File: config.mk
export PLATFORM = sky130hd
export DESIGN_NAME = down_counter_timer
export DESIGN_NICKNAME = d
export VERILOG_FILES = /design/src/rtl/down_counter_timer.sv
export SDC_FILE = /design/constraint.sdc
export NUM_CORES = 1
export LEC_CHECK = 0
export ABC_AREA = 1
export CAP_MARGIN = 10
export CORE_MARGIN = 2
export CORE_UTILIZATION = 30
export DETAILED_ROUTE_END_ITERATION = 10
export MAX_ROUTING_LAYER = met4
export PLACE_DENSITY = 0.65
export SYNTH_ARGS = -nofsm -noshare
export SYNTH_HDL_FRONTEND = slang
export SYNTH_SLANG_ARGS = --single-unit
File: constraint.sdc
create_clock -name clk -period 1.45 [get_ports clk]
set_input_delay 0.3625 -clock clk [delete_from_list [all_inputs] [get_ports clk]]
set_output_delay 0.3625 -clock clk [all_outputs]
set_load 0.1 [all_outputs]
File: src/rtl/down_counter_timer.sv
// down_counter_timer: loadable, pausable down-counter used as a countdown timer.
// A loaded start value counts down while enabled in RUN; a one-cycle done
// pulse marks the edge where the count reaches zero.
// Optional feature macro: DOWN_COUNTER_TIMER_AUTO_RELOAD_EN
//   undefined -> one-shot: return to IDLE on reaching zero.
//   defined   -> periodic: stay in RUN and reload the last loaded value on the
//                enabled edge after zero (period reload + 1 enabled cycles).
module down_counter_timer #(
   parameter int WIDTH = 4
) (
   input  logic             clk,
   input  logic             rst,
   input  logic             load,
   input  logic [WIDTH-1:0] load_val,
   input  logic             start,
   input  logic             stop,
   input  logic             en,
   output logic [WIDTH-1:0] q,
   output logic             busy,
   output logic             done,
   output logic             zero
);

   typedef enum logic {
      IDLE = 1'b0,
      RUN  = 1'b1
   } state_t;

   localparam logic [WIDTH-1:0] CNT_ZERO = {WIDTH{1'b0}};
   localparam logic [WIDTH-1:0] CNT_ONE  = {{(WIDTH-1){1'b0}}, 1'b1};

   state_t state_r;

`ifdef DOWN_COUNTER_TIMER_AUTO_RELOAD_EN
   logic [WIDTH-1:0] reload_r;
`endif

   // Control FSM and counter: priority load > stop > start > en.
   always_ff @(posedge clk or posedge rst) begin
      if (rst) begin
         state_r  <= IDLE;
         q        <= CNT_ZERO;
         done     <= 1'b0;
`ifdef DOWN_COUNTER_TIMER_AUTO_RELOAD_EN
         reload_r <= CNT_ZERO;
`endif
      end else begin
         done <= 1'b0;
         if (load) begin
            q       <= load_val;
            state_r <= IDLE;
`ifdef DOWN_COUNTER_TIMER_AUTO_RELOAD_EN
            reload_r <= load_val;
`endif
         end else begin
            case (state_r)
               IDLE: begin
                  // A zero count has nothing to time, so start is ignored.
                  if (start && (q != CNT_ZERO)) begin
                     state_r <= RUN;
                  end else begin
                     state_r <= IDLE;
                  end
               end
               RUN: begin
                  if (stop) begin
                     state_r <= IDLE;
                  end else if (en) begin
                     if (q == CNT_ONE) begin
                        q    <= CNT_ZERO;
                        done <= 1'b1;
`ifdef DOWN_COUNTER_TIMER_AUTO_RELOAD_EN
                        state_r <= RUN;
`else
                        state_r <= IDLE;
`endif
                     end else if (q == CNT_ZERO) begin
                        // Only reachable in periodic mode, after a done edge.
`ifdef DOWN_COUNTER_TIMER_AUTO_RELOAD_EN
                        if (reload_r == CNT_ZERO) begin
                           state_r <= IDLE;
                        end else begin
                           q       <= reload_r;
                           state_r <= RUN;
                        end
`else
                        state_r <= IDLE;
`endif
                     end else begin
                        q <= q - CNT_ONE;
                     end
                  end else begin
                     state_r <= RUN;
                  end
               end
               default: begin
                  state_r <= IDLE;
               end
            endcase
         end
      end
   end

   assign busy = (state_r == RUN);
   assign zero = (q == CNT_ZERO);

endmodule

==> report_table.html <==
<table>
<tr><th>Metric</th><th>Value</th></tr>
<tr><th colspan="2">Clock network</th></tr>
<tr><td>Cts bufs inserted</td><td>3</td></tr>
<tr><td>Buffer levels on the longest clock path</td><td>2</td></tr>
<tr><td>TritonCTS clock tree</td><td>built</td></tr>
<tr><td>Root Buffer</td><td>sky130_fd_sc_hd__clkbuf_4</td></tr>
<tr><td>Number of clock sinks</td><td>6</td></tr>
<tr><td>Clock latency at the later pin of the worst-skew pair</td><td>approximately 0.25 ns</td></tr>
<tr><td>Clock transition at path regs</td><td>0.05 ns</td></tr>
<tr><td>H-Tree Depth</td><td>1</td></tr>
<tr><td>Count of hold buffers inserted by post-cts repair</td><td>0</td></tr>
<tr><th colspan="2">Placed design</th></tr>
<tr><td># port buffers</td><td>16</td></tr>
<tr><td>Number of cells after detailed placement</td><td>94</td></tr>
<tr><td>Routability cong.</td><td>~0.83</td></tr>
<tr><td>Detailed placer's ending HPWL</td><td>977 um</td></tr>
<tr><th colspan="2">STA</th></tr>
<tr><td>Slew headroom</td><td>0.845</td></tr>
<tr><td>Slew at the pin closest to its max-slew limit</td><td>roughly 0.23 ns</td></tr>
<tr><td>Unrepaired setup endpoints after global routing</td><td>true</td></tr>
<tr><td>Maximum clock frequency</td><td>619 MHz</td></tr>
<tr><td>Setup ws final</td><td>-0.165 ns</td></tr>
<tr><td>Summed negative setup slack over all endpoints</td><td>-0.165 ns</td></tr>
<tr><td>Final min period</td><td>approximately 1.6 ns</td></tr>
<tr><td>Final period utilization</td><td>1.11</td></tr>
<tr><td>Clock skew</td><td>0.00452 ns</td></tr>
<tr><td>Slew Viols, Final</td><td>0</td></tr>
<tr><td>Final hold violation count</td><td>0</td></tr>
<tr><td>Final setup vio count</td><td>1</td></tr>
<tr><td>Hold slack final</td><td>0.331 ns</td></tr>
<tr><th colspan="2">Yosys</th></tr>
<tr><td>Number of distinct library cells after synthesis</td><td>18</td></tr>
<tr><td>Net count after synthesis</td><td>72</td></tr>
<tr><td>Number of register bits inferred by synthesis</td><td>6</td></tr>
<tr><td>Number of warnings reported in the yosys synthesis log</td><td>0</td></tr>
<tr><td>Netlist Area Pre-Place</td><td>about 430 um^2</td></tr>
<tr><td>Gate Count Post-Synth</td><td>59</td></tr>
<tr><td>Per-instance average area after synthesis</td><td>about 7.3 um^2</td></tr>
<tr><td>Portion of the post-synthesis area used by sequential elements</td><td>0.349</td></tr>
<tr><th colspan="2">Finish</th></tr>
<tr><td>Layout cell share with drive strength beyond 1</td><td>0.442</td></tr>
<tr><td>Commonest non-fill, non-tap cells in the layout</td><td>17 x sky130_fd_sc_hd__nand2_1, 9 x sky130_fd_sc_hd__clkdlybuf4s50_1, 8 x sky130_fd_sc_hd__buf_4, 7 x sky130_fd_sc_hd__nand3_1, 7 x sky130_fd_sc_hd__buf_12</td></tr>
<tr><td>Final std cells w/o fill</td><td>~100</td></tr>
<tr><td>Number of nets at the end of the flow</td><td>100</td></tr>
<tr><td>Synthesis-to-layout area growth</td><td>90.7%</td></tr>
<tr><td>Count of filler cells inserted in the layout</td><td>approximately 110</td></tr>
<tr><td># diodes</td><td>0</td></tr>
<tr><td>Commonest non-fill, non-tap cell in the layout</td><td>sky130_fd_sc_hd__nand2_1</td></tr>
<tr><th colspan="2">Setup path</th></tr>
<tr><td>Crit-path slowest cell</td><td>sky130_fd_sc_hd__dfrtp_4</td></tr>
<tr><td>Top delay family on crit path</td><td>flip-flops</td></tr>
<tr><td>Req. time, crit path</td><td>around 1.1 ns</td></tr>
<tr><td>Crit path buf inv count</td><td>3</td></tr>
<tr><td>Category of the most critical setup path</td><td>reg -&gt; out</td></tr>
<tr><td>Endpoint of the worst-slack reg-to-reg timing path</td><td>q[1]</td></tr>
<tr><td>R2R setup slack</td><td>~0.060 ns</td></tr>
<tr><td>Setup crit start kind</td><td>flop</td></tr>
<tr><td>Kind of end point of the critical path</td><td>output port</td></tr>
<tr><td>Critical Path Max Stage Delay</td><td>0.48 ns</td></tr>
<tr><td>Worst reg2reg path startpoint</td><td>q[0]</td></tr>
<tr><td>Sequence of cells on the critical path</td><td>clkinv_4 &gt; ha_4 &gt; nand2_4 &gt; clkinvlp_4 &gt; buf_12</td></tr>
<tr><td>Data arrival at the endpoint of the critical path</td><td>about 1.3 ns</td></tr>
<tr><td>Crit Path Max Fanout</td><td>3</td></tr>
<tr><td>Worst reg-to-reg path cell count</td><td>8</td></tr>
<tr><th colspan="2">Power and ir drop</th></tr>
<tr><td>Switching Share</td><td>0.429</td></tr>
<tr><td>Sequential power share</td><td>0.250</td></tr>
<tr><td>Peak supply drop</td><td>0.476 mV</td></tr>
<tr><td>Standby leakage power</td><td>0.000382 uW</td></tr>
<tr><td>Part of the power in the clock network</td><td>0.202</td></tr>
<tr><td>Gate power share</td><td>0.548</td></tr>
<tr><td>Total net switching power</td><td>between 300 and 400 uW</td></tr>
<tr><td>Total power density per cell area</td><td>roughly 1000 nW/um^2</td></tr>
<tr><td>Internal Power</td><td>slightly below 500 uW</td></tr>
<tr><th colspan="2">GRT</th></tr>
<tr><td>Largest net degree at the start of global routing</td><td>8</td></tr>
<tr><td>Wire length of the first global-routing pass</td><td>1.99 mm</td></tr>
<tr><td>Number of antenna violations at the first check in global routing</td><td>0</td></tr>
<tr><td>Via count of the first global-routing pass</td><td>466</td></tr>
<tr><td>Total track usage</td><td>0.159</td></tr>
<tr><td>Total global routing overflow</td><td>0</td></tr>
<tr><th colspan="2">Floorplan</th></tr>
<tr><td>Die extent in x</td><td>~42 um</td></tr>
<tr><td>Site Rows</td><td>13</td></tr>
<tr><td>Full die area</td><td>~1800 um^2</td></tr>
<tr><td>Y dimension of the die</td><td>around 42 um</td></tr>
<tr><td>I/O pin count</td><td>17</td></tr>
<tr><td>Initial standard-cell utilization of the core</td><td>0.327</td></tr>
<tr><td>Core region area</td><td>1320 um^2</td></tr>
<tr><th colspan="2">Routing</th></tr>
<tr><td>Vias/cell</td><td>4.42</td></tr>
<tr><td>WL per Instance</td><td>12.2 um</td></tr>
<tr><td>Overall routed net length</td><td>1.23 mm</td></tr>
<tr><td>Count of antenna-violating nets left after detailed routing</td><td>0</td></tr>
<tr><td>Via count of the routed design</td><td>~450</td></tr>
<tr><td>Detailed-routing iteration count for the pre-antenna-repair pass</td><td>4</td></tr>
<tr><td>Remaining routing DRC violations</td><td>0</td></tr>
<tr><td>First-iteration detailed-routing DRC count</td><td>4</td></tr>
<tr><th colspan="2">Outcome</th></tr>
<tr><td>Outcome</td><td>complete, but fails checks</td></tr>
<tr><td>Violated checks</td><td>negative setup slack</td></tr>
<tr><th colspan="2">Job</th></tr>
<tr><td>Max-capacitance violation count</td><td>0</td></tr>
<tr><th colspan="2">Worst hold path</th></tr>
<tr><td>Hold/Removal Path Class</td><td>in -&gt; async</td></tr>
</table>
-- cell usage after synthesis (all sizes together) --
| library cell | count | area, um^2 |
|---|---|---|
| o21ai | 2 | 13.8 |
| nor4 | 1 | 6.26 |
| nand2 | 21 | 91.3 |
| nand3 | 8 | 45.0 |
| inv | 10 | 37.5 |
| ha | 3 | 37.5 |
| a21oi | 1 | 5.00 |
| clkbuf | 1 | 5.00 |
| dfrtp | 6 | 150 |
| xor2 | 1 | 8.76 |
| nand3b | 1 | 7.51 |
| nor2 | 4 | 22.5 |
-- worst max-delay path by stage --
stage	startpoint	endpoint	slack, ns	cells past startpoint
floorplan	q[0]	zero	-0.26	4
global placement	en	q[2]	-0.02	7
detailed placement	en	q[2]	-0.04	7
CTS	q[1]	zero	-0.18	5
global route	q[1]	zero	-0.19	5
finish	q[1]	zero	-0.17	5
-- per-stage QoR --
| step | util | total power [uW] | cell area, um^2 | worst slack, ns |
|---|---|---|---|---|
| floorplan | - | 480 | 470 | -0.263 |
| global placement | 0.571 | 648 | 752 | -0.0219 |
| detailed placement | 0.571 | 656 | 752 | -0.0365 |
| CTS | 0.610 | 851 | 803 | -0.177 |
| global route | 0.623 | 897 | 821 | -0.194 |
| finish | 0.623 | 851 | 821 | -0.165 |
-- power groups by stage --
stage / sequential (uW) / combinational (uW) / clock, uW
final: 213 / 466 / 172
after global routing: 215 / 498 / 184
after CTS: 214 / 462 / 174
after detailed placement: 219 / 437 / 0
after global placement: 219 / 429 / 0
after floorplan: 337 / 142 / 0
-- timing repair --
action | in CTS | in global routing
resized for setup | 1 | 4
setup endpoints to repair | 1 | 5
buffers inserted | 3 | 0
pin swaps | 1 | 3
-- routing by layer --
layer / up-vias / global-route usage / wire length, um
li1: 235 / - / -
met1: 197 / 0.183 / 489
met2: 12 / 0.275 / 682
met3: 2 / 0.0130 / 53
met4: 0 / 0.0774 / 5
met5: - / - / 0
-- cell families (layout without fill, tap and decap cells) --
logic type	after synthesis	count (layout)	share of synthesized area
DFF	6	6	0.349
xor gates and xnor gates	1	1	0.0204
and+or+nand+nor	35	35	0.401
AOI/OAI and AO/OA	3	3	0.0436
buffers and inverters	11	38	0.0988
adders and majority gates	3	3	0.0872
-- worst reg2reg max path: stages (launching register included) --
cell,delay [ns]
sky130_fd_sc_hd__dfrtp_4,0.48
sky130_fd_sc_hd__buf_4,0.17
sky130_fd_sc_hd__ha_4,0.16
sky130_fd_sc_hd__inv_1,0.07
sky130_fd_sc_hd__nand3_2,0.10
sky130_fd_sc_hd__nand2_4,0.12
sky130_fd_sc_hd__nand2_2,0.07
sky130_fd_sc_hd__nand2_1,0.07
sky130_fd_sc_hd__o21ai_2,0.05
-- layout make-up --
cell class              count  area (um^2)  area share
repair buffers             24          290       0.354
inverters                  10         48.8      0.0595
multi-input cells          42          275       0.335
flip-flops and latches      6          161       0.197
well taps                  15         18.8      0.0229
clock buffers               4         26.3      0.0320
-- registers in the layout, indices dropped and copies added (netlist names) --
| register | flops |
|---|---|
| done | 1 |
| q | 4 |
| busy | 1 |
Power figures use the tool's default switching activity.
